--- config.mk ---
export PLATFORM = sky130hd
export DESIGN_NAME = ctl_reg_bank_flat
export DESIGN_NICKNAME = d
export VERILOG_FILES = /design/src/rtl/ctl_reg_pkg.sv /design/src/rtl/ctl_reg_bank_if.sv /design/src/rtl/we_edge_det.sv /design/src/rtl/ctl_reg_bank.sv /design/src/flat_wrapper.sv
export SDC_FILE = /design/constraint.sdc
export NUM_CORES = 1
export LEC_CHECK = 0
export ABC_AREA = 1
export ABC_CLOCK_PERIOD_IN_PS = 1900
export BUFFER_PORTS_ARGS = -buffer_cell sky130_fd_sc_hd__clkbuf_2
export CAP_MARGIN = 20
export CORE_AREA = 2 2 116 163
export DETAILED_ROUTE_END_ITERATION = 8
export DIE_AREA = 0 0 118 165
export PLACE_DENSITY = 0.69
export SLEW_MARGIN = 20
export SYNTH_ARGS = -nofsm -noshare
export SYNTH_HDL_FRONTEND = slang
export SYNTH_SLANG_ARGS = --single-unit
export TNS_END_PERCENT = 50
--- constraint.sdc ---
create_clock -name BUS_CLK -period 1.9 [get_ports BUS_CLK]
set_input_delay 0.285 -clock BUS_CLK [delete_from_list [all_inputs] [get_ports BUS_CLK]]
set_output_delay 0.285 -clock BUS_CLK [all_outputs]
set_load 0.03 [all_outputs]
--- src/rtl/ctl_reg_pkg.sv ---
// ctl_reg_pkg: shared definitions for the controller register bank.
//   - Word addresses of the controller register map.
//   - Commit handshake FSM state type.
//   - Scratch window bounds, used when CTL_READBACK_EN is defined.
package ctl_reg_pkg;

    localparam int ADDR_W = 14;
    localparam int DATA_W = 16;

    localparam logic [ADDR_W-1:0] ADDR_CTL_FLAG       = 14'h0000;
    localparam logic [ADDR_W-1:0] ADDR_FPGA_INFO      = 14'h0001;
    localparam logic [ADDR_W-1:0] ADDR_COMMIT         = 14'h0002;
    localparam logic [ADDR_W-1:0] ADDR_MOD_CYCLE      = 14'h0003;
    localparam logic [ADDR_W-1:0] ADDR_MOD_FREQ_DIV_0 = 14'h0004;
    localparam logic [ADDR_W-1:0] ADDR_MOD_FREQ_DIV_1 = 14'h0005;
    localparam logic [ADDR_W-1:0] ADDR_SILENT_STEP    = 14'h0006;
    localparam logic [ADDR_W-1:0] ADDR_SCRATCH_FIRST  = 14'h0007;
    localparam logic [ADDR_W-1:0] ADDR_SCRATCH_LAST   = 14'h003E;
    localparam logic [ADDR_W-1:0] ADDR_VERSION        = 14'h003F;

    typedef enum logic [1:0] {
        IDLE    = 2'd0,
        REQ     = 2'd1,
        ACK_LOW = 2'd2
    } ctl_state_t;

endpackage

--- src/rtl/ctl_reg_bank_if.sv ---
// ctl_reg_bank_if: controller port of the CPU bus (BUS_CLK domain).
//   CTL_EN    : controller region selected
//   WE        : CPU write strobe (level; a write needs two consecutive high samples)
//   BRAM_ADDR : word address
//   DATA_IN   : CPU write data
//   DATA_OUT  : registered read data, one cycle after address/CTL_EN
// Handshake: there is no valid/ready pair on this port. A write is accepted when
// WE & CTL_EN has been sampled high on exactly two consecutive edges; a read is
// always accepted and answered on the next edge.
interface ctl_reg_bank_if;
    import ctl_reg_pkg::*;

    logic              CTL_EN;
    logic              WE;
    logic [ADDR_W-1:0] BRAM_ADDR;
    logic [DATA_W-1:0] DATA_IN;
    logic [DATA_W-1:0] DATA_OUT;

    modport master (
        output CTL_EN, WE, BRAM_ADDR, DATA_IN,
        input  DATA_OUT
    );

    modport slave (
        input  CTL_EN, WE, BRAM_ADDR, DATA_IN,
        output DATA_OUT
    );
endinterface

--- src/rtl/we_edge_det.sv ---
// we_edge_det: write-strobe qualifier.
//   clk, rst_n : clock, asynchronous active-low reset
//   we_in      : WE & CTL_EN, sampled every edge
//   wr_stb     : one-cycle pulse while the sample history is 3'b011
// A strobe seen for one sample never fires; a long strobe fires once.
module we_edge_det (
    input  logic clk,
    input  logic rst_n,
    input  logic we_in,
    output logic wr_stb
);
    logic [2:0] hist_q;

    always_ff @(posedge clk or negedge rst_n) begin
        if (!rst_n) begin
            hist_q <= 3'b000;
        end else begin
            hist_q <= {hist_q[1:0], we_in};
        end
    end

    assign wr_stb = (hist_q == 3'b011);
endmodule

--- src/rtl/ctl_reg_bank.sv ---
// ctl_reg_bank: controller register bank with a commit handshake to the core.
//   BUS_CLK, RST_N : clock, asynchronous active-low reset
//   bus            : CPU controller port (slave side)
//   FPGA_INFO      : read-only status word from the core (0x01)
//   CTL_FLAG, MOD_CYCLE, MOD_FREQ_DIV, SILENT_STEP : committed outputs
//   UPDATE_REQ / UPDATE_ACK : commit request to / acknowledge from the core
//   STATE_DBG      : current commit FSM state
// Optional feature macro: CTL_READBACK_EN (staging and scratch words read back;
// scratch storage exists only when it is defined).
module ctl_reg_bank
    import ctl_reg_pkg::*;
#(
    parameter logic [15:0] VERSION_NUM = 16'h0000,
    parameter int          REG_DEPTH   = 64
) (
    input  logic             BUS_CLK,
    input  logic             RST_N,
    ctl_reg_bank_if.slave    bus,
    input  logic [15:0]      FPGA_INFO,
    output logic [15:0]      CTL_FLAG,
    output logic [15:0]      MOD_CYCLE,
    output logic [31:0]      MOD_FREQ_DIV,
    output logic [15:0]      SILENT_STEP,
    output logic             UPDATE_REQ,
    input  logic             UPDATE_ACK,
    output ctl_state_t       STATE_DBG
);
    localparam logic [ADDR_W-1:0] DEPTH_A = ADDR_W'(REG_DEPTH);

    logic        wr_stb, in_range, wr_ok, busy;
    logic        commit_q;
    logic        pending_q, pending_d, copy_en;
    ctl_state_t  state_q, state_d;
    logic [15:0] ctl_flag_s, mod_cycle_s, div_lo_s, div_hi_s, silent_s;
    logic [15:0] rd_data;

    we_edge_det u_we_edge_det (
        .clk    (BUS_CLK),
        .rst_n  (RST_N),
        .we_in  (bus.WE & bus.CTL_EN),
        .wr_stb (wr_stb)
    );

    assign in_range = (bus.BRAM_ADDR < DEPTH_A);
    assign wr_ok    = wr_stb & in_range;

    // Staging registers and the registered commit pulse (one cycle after the write).
    always_ff @(posedge BUS_CLK or negedge RST_N) begin
        if (!RST_N) begin
            ctl_flag_s  <= '0;
            mod_cycle_s <= '0;
            div_lo_s    <= '0;
            div_hi_s    <= '0;
            silent_s    <= '0;
            commit_q    <= 1'b0;
        end else begin
            commit_q <= wr_ok & (bus.BRAM_ADDR == ADDR_COMMIT) & bus.DATA_IN[0];
            if (wr_ok) begin
                case (bus.BRAM_ADDR)
                    ADDR_CTL_FLAG:       ctl_flag_s  <= bus.DATA_IN;
                    ADDR_MOD_CYCLE:      mod_cycle_s <= bus.DATA_IN;
                    ADDR_MOD_FREQ_DIV_0: div_lo_s    <= bus.DATA_IN;
                    ADDR_MOD_FREQ_DIV_1: div_hi_s    <= bus.DATA_IN;
                    ADDR_SILENT_STEP:    silent_s    <= bus.DATA_IN;
                    default: ;
                endcase
            end
        end
    end

`ifdef CTL_READBACK_EN
    logic [15:0] scratch_q [7:62];
    logic        scr_hit;
    assign scr_hit = (bus.BRAM_ADDR >= ADDR_SCRATCH_FIRST) &&
                     (bus.BRAM_ADDR <= ADDR_SCRATCH_LAST);

    always_ff @(posedge BUS_CLK or negedge RST_N) begin
        if (!RST_N) begin
            for (int i = 7; i <= 62; i++) scratch_q[i] <= '0;
        end else if (wr_ok && scr_hit) begin
            scratch_q[bus.BRAM_ADDR[5:0]] <= bus.DATA_IN;
        end
    end
`endif

    // Commit FSM: state register.
    always_ff @(posedge BUS_CLK or negedge RST_N) begin
        if (!RST_N) begin
            state_q   <= IDLE;
            pending_q <= 1'b0;
        end else begin
            state_q   <= state_d;
            pending_q <= pending_d;
        end
    end

    // Commit FSM: next state. A commit outside IDLE is remembered in pending;
    // any number of them collapse into a single follow-up request.
    always_comb begin
        state_d   = state_q;
        pending_d = pending_q;
        copy_en   = 1'b0;
        case (state_q)
            IDLE: begin
                if (commit_q || pending_q) begin
                    state_d   = REQ;
                    pending_d = 1'b0;
                end
            end
            REQ: begin
                if (commit_q) pending_d = 1'b1;
                if (UPDATE_ACK) begin
                    copy_en = 1'b1;
                    state_d = ACK_LOW;
                end
            end
            ACK_LOW: begin
                if (commit_q) pending_d = 1'b1;
                if (!UPDATE_ACK) state_d = IDLE;
            end
            default: state_d = IDLE;
        endcase
    end

    assign UPDATE_REQ = (state_q == REQ);
    assign STATE_DBG  = state_q;
    assign busy       = (state_q != IDLE) | pending_q;

    // Committed outputs: copied together so both divider halves change on one edge.
    always_ff @(posedge BUS_CLK or negedge RST_N) begin
        if (!RST_N) begin
            CTL_FLAG     <= '0;
            MOD_CYCLE    <= '0;
            MOD_FREQ_DIV <= '0;
            SILENT_STEP  <= '0;
        end else if (copy_en) begin
            CTL_FLAG     <= ctl_flag_s;
            MOD_CYCLE    <= mod_cycle_s;
            MOD_FREQ_DIV <= {div_hi_s, div_lo_s};
            SILENT_STEP  <= silent_s;
        end
    end

    // Read mux.
    always_comb begin
        rd_data = '0;
        if (in_range) begin
            case (bus.BRAM_ADDR)
                ADDR_FPGA_INFO: rd_data = FPGA_INFO;
                ADDR_COMMIT:    rd_data = {15'b0, busy};
                ADDR_VERSION:   rd_data = VERSION_NUM;
`ifdef CTL_READBACK_EN
                ADDR_CTL_FLAG:       rd_data = ctl_flag_s;
                ADDR_MOD_CYCLE:      rd_data = mod_cycle_s;
                ADDR_MOD_FREQ_DIV_0: rd_data = div_lo_s;
                ADDR_MOD_FREQ_DIV_1: rd_data = div_hi_s;
                ADDR_SILENT_STEP:    rd_data = silent_s;
                default: if (scr_hit) rd_data = scratch_q[bus.BRAM_ADDR[5:0]];
`else
                default: rd_data = '0;
`endif
            endcase
        end
    end

    always_ff @(posedge BUS_CLK or negedge RST_N) begin
        if (!RST_N) begin
            bus.DATA_OUT <= '0;
        end else begin
            bus.DATA_OUT <= bus.CTL_EN ? rd_data : '0;
        end
    end
endmodule
--- src/flat_wrapper.sv ---
// flat-port wrapper written by rule: the top's interface ports become plain ports
module ctl_reg_bank_flat import ctl_reg_pkg::*;
#(
    parameter logic [15:0] VERSION_NUM = 16'h0000,
    parameter int          REG_DEPTH   = 64
)
  (BUS_CLK, RST_N, FPGA_INFO, CTL_FLAG, MOD_CYCLE, MOD_FREQ_DIV, SILENT_STEP, UPDATE_REQ, UPDATE_ACK, STATE_DBG, bus_CTL_EN, bus_WE, bus_BRAM_ADDR, bus_DATA_IN, bus_DATA_OUT);
  ctl_reg_bank_if bus_i ();
  input  logic BUS_CLK;
  input  logic RST_N;
  input  logic [15:0] FPGA_INFO;
  output logic [15:0] CTL_FLAG;
  output logic [15:0] MOD_CYCLE;
  output logic [31:0] MOD_FREQ_DIV;
  output logic [15:0] SILENT_STEP;
  output logic UPDATE_REQ;
  input  logic UPDATE_ACK;
  output ctl_state_t STATE_DBG;
  input wire logic [$bits(bus_i.CTL_EN)-1:0] bus_CTL_EN;
  input wire logic [$bits(bus_i.WE)-1:0] bus_WE;
  input wire logic [$bits(bus_i.BRAM_ADDR)-1:0] bus_BRAM_ADDR;
  input wire logic [$bits(bus_i.DATA_IN)-1:0] bus_DATA_IN;
  output wire logic [$bits(bus_i.DATA_OUT)-1:0] bus_DATA_OUT;
  assign bus_i.CTL_EN = bus_CTL_EN;
  assign bus_i.WE = bus_WE;
  assign bus_i.BRAM_ADDR = bus_BRAM_ADDR;
  assign bus_i.DATA_IN = bus_DATA_IN;
  assign bus_DATA_OUT = bus_i.DATA_OUT;
  ctl_reg_bank #(.VERSION_NUM(VERSION_NUM), .REG_DEPTH(REG_DEPTH)) u_core (.BUS_CLK(BUS_CLK), .RST_N(RST_N), .bus(bus_i), .FPGA_INFO(FPGA_INFO), .CTL_FLAG(CTL_FLAG), .MOD_CYCLE(MOD_CYCLE), .MOD_FREQ_DIV(MOD_FREQ_DIV), .SILENT_STEP(SILENT_STEP), .UPDATE_REQ(UPDATE_REQ), .UPDATE_ACK(UPDATE_ACK), .STATE_DBG(STATE_DBG));
endmodule
=== Word level (Yosys, flattened, before mapping) ===
Cells that the tools add are included.

* Word-level logic and storage cells: 58
* Register bits after elaboration: 183
* Input port bits: 51
* Output and inout port bits: 99

* Eq/ne operators: 13
* Bitwise logic cells: 5
* Reductions and logical operators: 13
* Magnitude comparators: 1
* Mux-type cells: 12

{| class="wikitable"
|+ Operators by type and width
! operator !! number
|-
| $eq 14x3->1 const B || 3
|-
| $mux 16 || 2
|-
| $pmux 16 s2 || 1
|-
| $eq 14x2->1 const B || 2
|-
| $eq 14x1->1 const B || 1
|-
| $logic_not 14->1 || 1
|-
| $lt 14x7->1 const B || 1
|-
| $reduce_and 2->1 || 5
|-
| $mux 2 || 3
|-
| $ne 2x1->1 const B || 3
|-
| $pmux 2 s3 || 1
|-
| $reduce_and 3->1 || 2
|-
| $and 1x1->1 || 4
|-
| $mux 1 || 4
|-
| $reduce_bool 2->1 || 2
|-
| $eq 3x2->1 const B || 1
|-
| $eq 2x1->1 const B || 1
|-
| $eq 2x2->1 const B || 1
|-
| $logic_not 2->1 || 1
|-
| $ne 2x2->1 const B || 1
|-
| $pmux 1 s2 || 1
|-
| $reduce_or 2->1 || 1
|-
| $logic_or 1x1->1 || 1
|-
| $or 1x1->1 || 1
|}

=== Logic depth before layout (Yosys ltp) ===
* Depth in word-level cells: 5
* Depth in mapped cells: 9
* Depth with buffers taken out: 8

=== Cells and area by module ===
A second synthesis with hierarchy kept.

* Cell total of the unflattened synthesis: 649
* Area total of the unflattened synthesis: 7308.3 sq um

{| class="wikitable"
|+ By module, submodules not included
! module !! instances !! area each (sq um) !! seq. area each (sq um) !! cells an instance
|-
| ctl_reg_bank || 1 || 7223.2 || 4504.3 || 644
|-
| we_edge_det || 1 || 85.1 || 75.1 || 5
|}

=== Worst setup path before layout ===
OpenSTA, ideal clock, no wires.

* Kind: flip-flop to flip-flop
* From: reg u_core.state_q[1], in the netlist u_core.STATE_DBG[1]
* To: reg u_core.CTL_FLAG[0]
* Setup slack: -0.132 ns
* Arrival: 1.907 ns
* Cell stages (with the launch flop): 6
* Clock period less this slack: 2.032 ns
* Path through: dfrtp_1 > inv_1 > ha_1 > nand2_1 > clkbuf_1 > mux2_2

* Cells in the longest elaborated chain, start to end: 2

{| class="wikitable"
|+ Ends and longest elaborated chain
! what !! RTL line !! RTL
|-
| from (decl) || ctl_reg_bank.sv:33 || <nowiki>ctl_state_t state_q, state_d;</nowiki>
|-
| from (signal assigned) || ctl_reg_bank.sv:92 || <nowiki>state_q <= state_d;</nowiki>
|-
| $eq 2x1->1 || -- ||
|-
| net UPDATE_REQ || flat_wrapper.sv:16 || <nowiki>output logic UPDATE_REQ;</nowiki>
|-
| $mux 1 || ctl_reg_bank.sv:103 || <nowiki>case (state_q)</nowiki>
|-
| to (signal assigned) || ctl_reg_bank.sv:137 || <nowiki>CTL_FLAG <= ctl_flag_s;</nowiki>
|-
| to (decl) || ctl_reg_bank.sv:20 || <nowiki>output logic [15:0] CTL_FLAG,</nowiki>
|}

The timed path passes the listed nets, and every way through them passes these cells.
A chain may end at the register's enable or synchronous reset.

=== Worst setup path after layout ===
* From: reg u_core.state_q[1], in the netlist u_core.STATE_DBG[1]
* To: out UPDATE_REQ

* Cells in the longest elaborated chain, start to end: 1

{| class="wikitable"
|+ Ends and longest elaborated chain
! what !! RTL line !! RTL
|-
| $eq 2x1->1 || ctl_reg_bank.sv:125 || <nowiki>assign UPDATE_REQ = (state_q == REQ);</nowiki>
|-
| to (decl) || flat_wrapper.sv:16 ||
|}

No other way between the ends.

==> impl_metrics.ini <==
[status]
status = complete, no violations

[routing]
wl_um = 17100
wl_per_cell_um = 16.5
firstDrtPassIters = 4
vias = 5028
drt_iter0_drc = 320
drcViolationCount = 0
routed_via_density = 4.87
ant_nets = 0

[placed_design]
port_buffers = 149
dp_hpwl_um = 12100
gp_congestion = 0.814

[clock_network]
clk_pin_slew_ns = 0.07
cts_buffer_depth = 2
clkLatencyLatePin_ns = 0.43
cts-root-buf = clkbuf_16
cts_tree = done
cts_sinks = 183
post_cts_resized = 0
cts_max_level = 4
cts_buffers = 17

[worst_setup_path]
r2r_slack_ns = 0.22
startpoint_type = flip-flop
end_kind = primary output
r2r-end = u_core.MOD_FREQ_DIV[10]$_DFFE_PN0P_
r2r_cells = 5
critical_path.startpoint = u_core.STATE_DBG[1]$_DFFE_PN0P_
critical_path_class = flip-flop to primary output
critical_path_peak_fanout = 4
cp.required_ns = 1.62
rr_startpoint = u_core.STATE_DBG[1]$_DFFE_PN0P_
cp.arrival_ns = 1.43

[synthesis]
syn_area_um2 = 7080
synth_fp_nets = 671
yosysSeqAreaShare_pct = 64.7
synth_top_area_share_pct = 64.7
ys_warn_count = 0
synth_ff_type = dfrtp_1
synth-edff-count = 0
synth.most_common_cell = dfrtp_1
syn_inst = 616
ys_types = 21
synth_commonest_cells = dfrtp_1, nand2_1, nand3_1
ys_seq_elements = 183
yosysTopAreaCell = dfrtp_1
synthTopCellsByArea = dfrtp_1, mux2_2, nand2_1, nand3_1, nor3b_1
syn_area_per_cell_um2 = 11.5
synth-async-reset-ratio_pct = 100

[floorplanning]
coreArea_um2 = 17900
rows = 58
initial_utilization_pct = 39.5
ios = 150
die_h_um = 165
dieArea_um2 = 19500
fp.dieW_um = 118

[global_routing]
overflow = 0
grt_max_degree = 51
antenna_found_initial = 0
grt_pass1_vias = 5014
grt_pass1_wl_um = 27100
grt_use_total_pct = 18.2

[power]
p_leak_nw = 4.99
peakVddDrop_mv = 0.762
power_density_nw_per_um2 = 938
fin_total_pwr_w = 0.00834

[worst_hold_path]
hp-start = bus_WE
whs_endpoint = u_core.u_we_edge_det.hist_q[0]$_DFF_PN0_
hp-class = input port to flip-flop
hold_path_depth = 3

[cells_and_area]
diodes = 0
multi_input_area_um2 = 2340
layout.nets = 835
syn_to_final_growth_pct = 25.6
drive_gt1_share_pct = 37.1
regArea_um2 = 4580
fillers = 1700

[sta]
max_freq_mhz = 585
slew_headroom_pct = 61.7
rsz0062_at_grt = false
finalSetupViolCount = 0
finalCritPeriodShare_pct = 90.0
slew_viol_final = 0
skew_ns = 0.00796
finalCriticalPeriod_ns = 1.71
fin_tns_setup_ns = 0
finalHoldViolCount = 0
tightest_slew_ns = 0.573

[flow_run]
maxCapViolations = 0
sequential cells by signal (all words and copies together), names as in the netlist:
name                         cells
u_core.silent_s                 16
u_core.pending_q                 1
u_core.u_we_edge_det.hist_q      3
u_core.ctl_flag_s               16
u_core.mod_cycle_s              16
u_core.MOD_FREQ_DIV             32
u_core.bus.DATA_OUT             16
u_core.CTL_FLAG                 16
u_core.commit_q                  1
u_core.MOD_CYCLE                16
u_core.div_lo_s                 16
u_core.SILENT_STEP              16
u_core.STATE_DBG                 2
u_core.div_hi_s                 16
placed cells by master (no fill, tap or decap), drive strengths merged:
cell and instances:
nand3b 1, clkbuf 167, inv 14, nor2b 1, or2 1, nor3 2, clkinvlp 3, a22oi 1
nor3b 15, dfrtp 183, bufinv 2, nand2 179, ha 4, nor2 18, nand3 85, mux2 80
buf 25, a21oi 2, o21ai 3, dlygate4sd3 1, clkinv 6
worst max path at each step:
stage	end	slack (ns)	depth (start not counted)
floorplan	u_core.CTL_FLAG[0]$_DFFE_PN0P_	-0.12	5
global placement	u_core.div_hi_s[2]$_DFFE_PN0P_	0.21	7
detailed placement	u_core.div_hi_s[14]$_DFFE_PN0P_	0.14	7
CTS	UPDATE_REQ	0.15	3
global route	UPDATE_REQ	0.10	3
finish	UPDATE_REQ	0.19	3
routing by layer:
metal	global-route usage, %	vias up	wire length [µm]
met5	0	-	0
met4	6.57	0	242
met3	4.42	14	895
met2	30.9	147	8840
met1	22.8	2495	7080
li1	-	2372	-
power by group:
| part | internal, W | total, W | switching, W |
|---|---|---|---|
| Sequential | 0.00392 | 0.00394 | 0.0000198 |
| Combinational | 0.000350 | 0.000861 | 0.000510 |
| Clock | 0.00202 | 0.00354 | 0.00152 |
| Total | 0.00629 | 0.00834 | 0.00205 |
area by class of cell:
class                   instances  area share, %
clock buffers                  19           5.09
clock inverters                13           1.66
inverters                      12          0.507
multi-input cells             392           26.3
flip-flops and latches        183           51.5
well taps                     240           3.38
repair buffers                174           11.6
cell families after synthesis:
logic type	count (synthesis)	synth area share, %
AO/OA/AOI/OAI	6	0.459
buffers and inverters	41	2.44
adder cells (fa/ha/maj)	4	0.707
multiplexers	80	12.7
flip-flops	183	64.7
AND/OR/NAND/NOR	302	19.0
worst max-delay path: stages (launching register included):
cell      delay (ns)
dfrtp_1         0.41
inv_1           0.11
ha_1            0.24
clkbuf_2        0.23
timing repair:
item / CTS / global route
endpoints found under the hold margin: 37 / 0
setup buffers: 0 / 0
hold buffers: 1 / 0
endpoints found under the setup margin: 0 / 0
metrics by stage:
stage	util (%)	setup slack (ns)	cell area, µm²	hold slack, ns	cells
global route	49.6	0.102	8890	0.0756	1033
finish	49.6	0.189	8890	0.0822	1033
floorplan	-	-0.117	7090	-0.0106	616
CTS	49.6	0.152	8890	0.0708	1033
detailed placement	46.2	0.137	8280	0.237	1000
global placement	46.2	0.206	8280	0.233	1000
(Power assumes the default switching activity.)
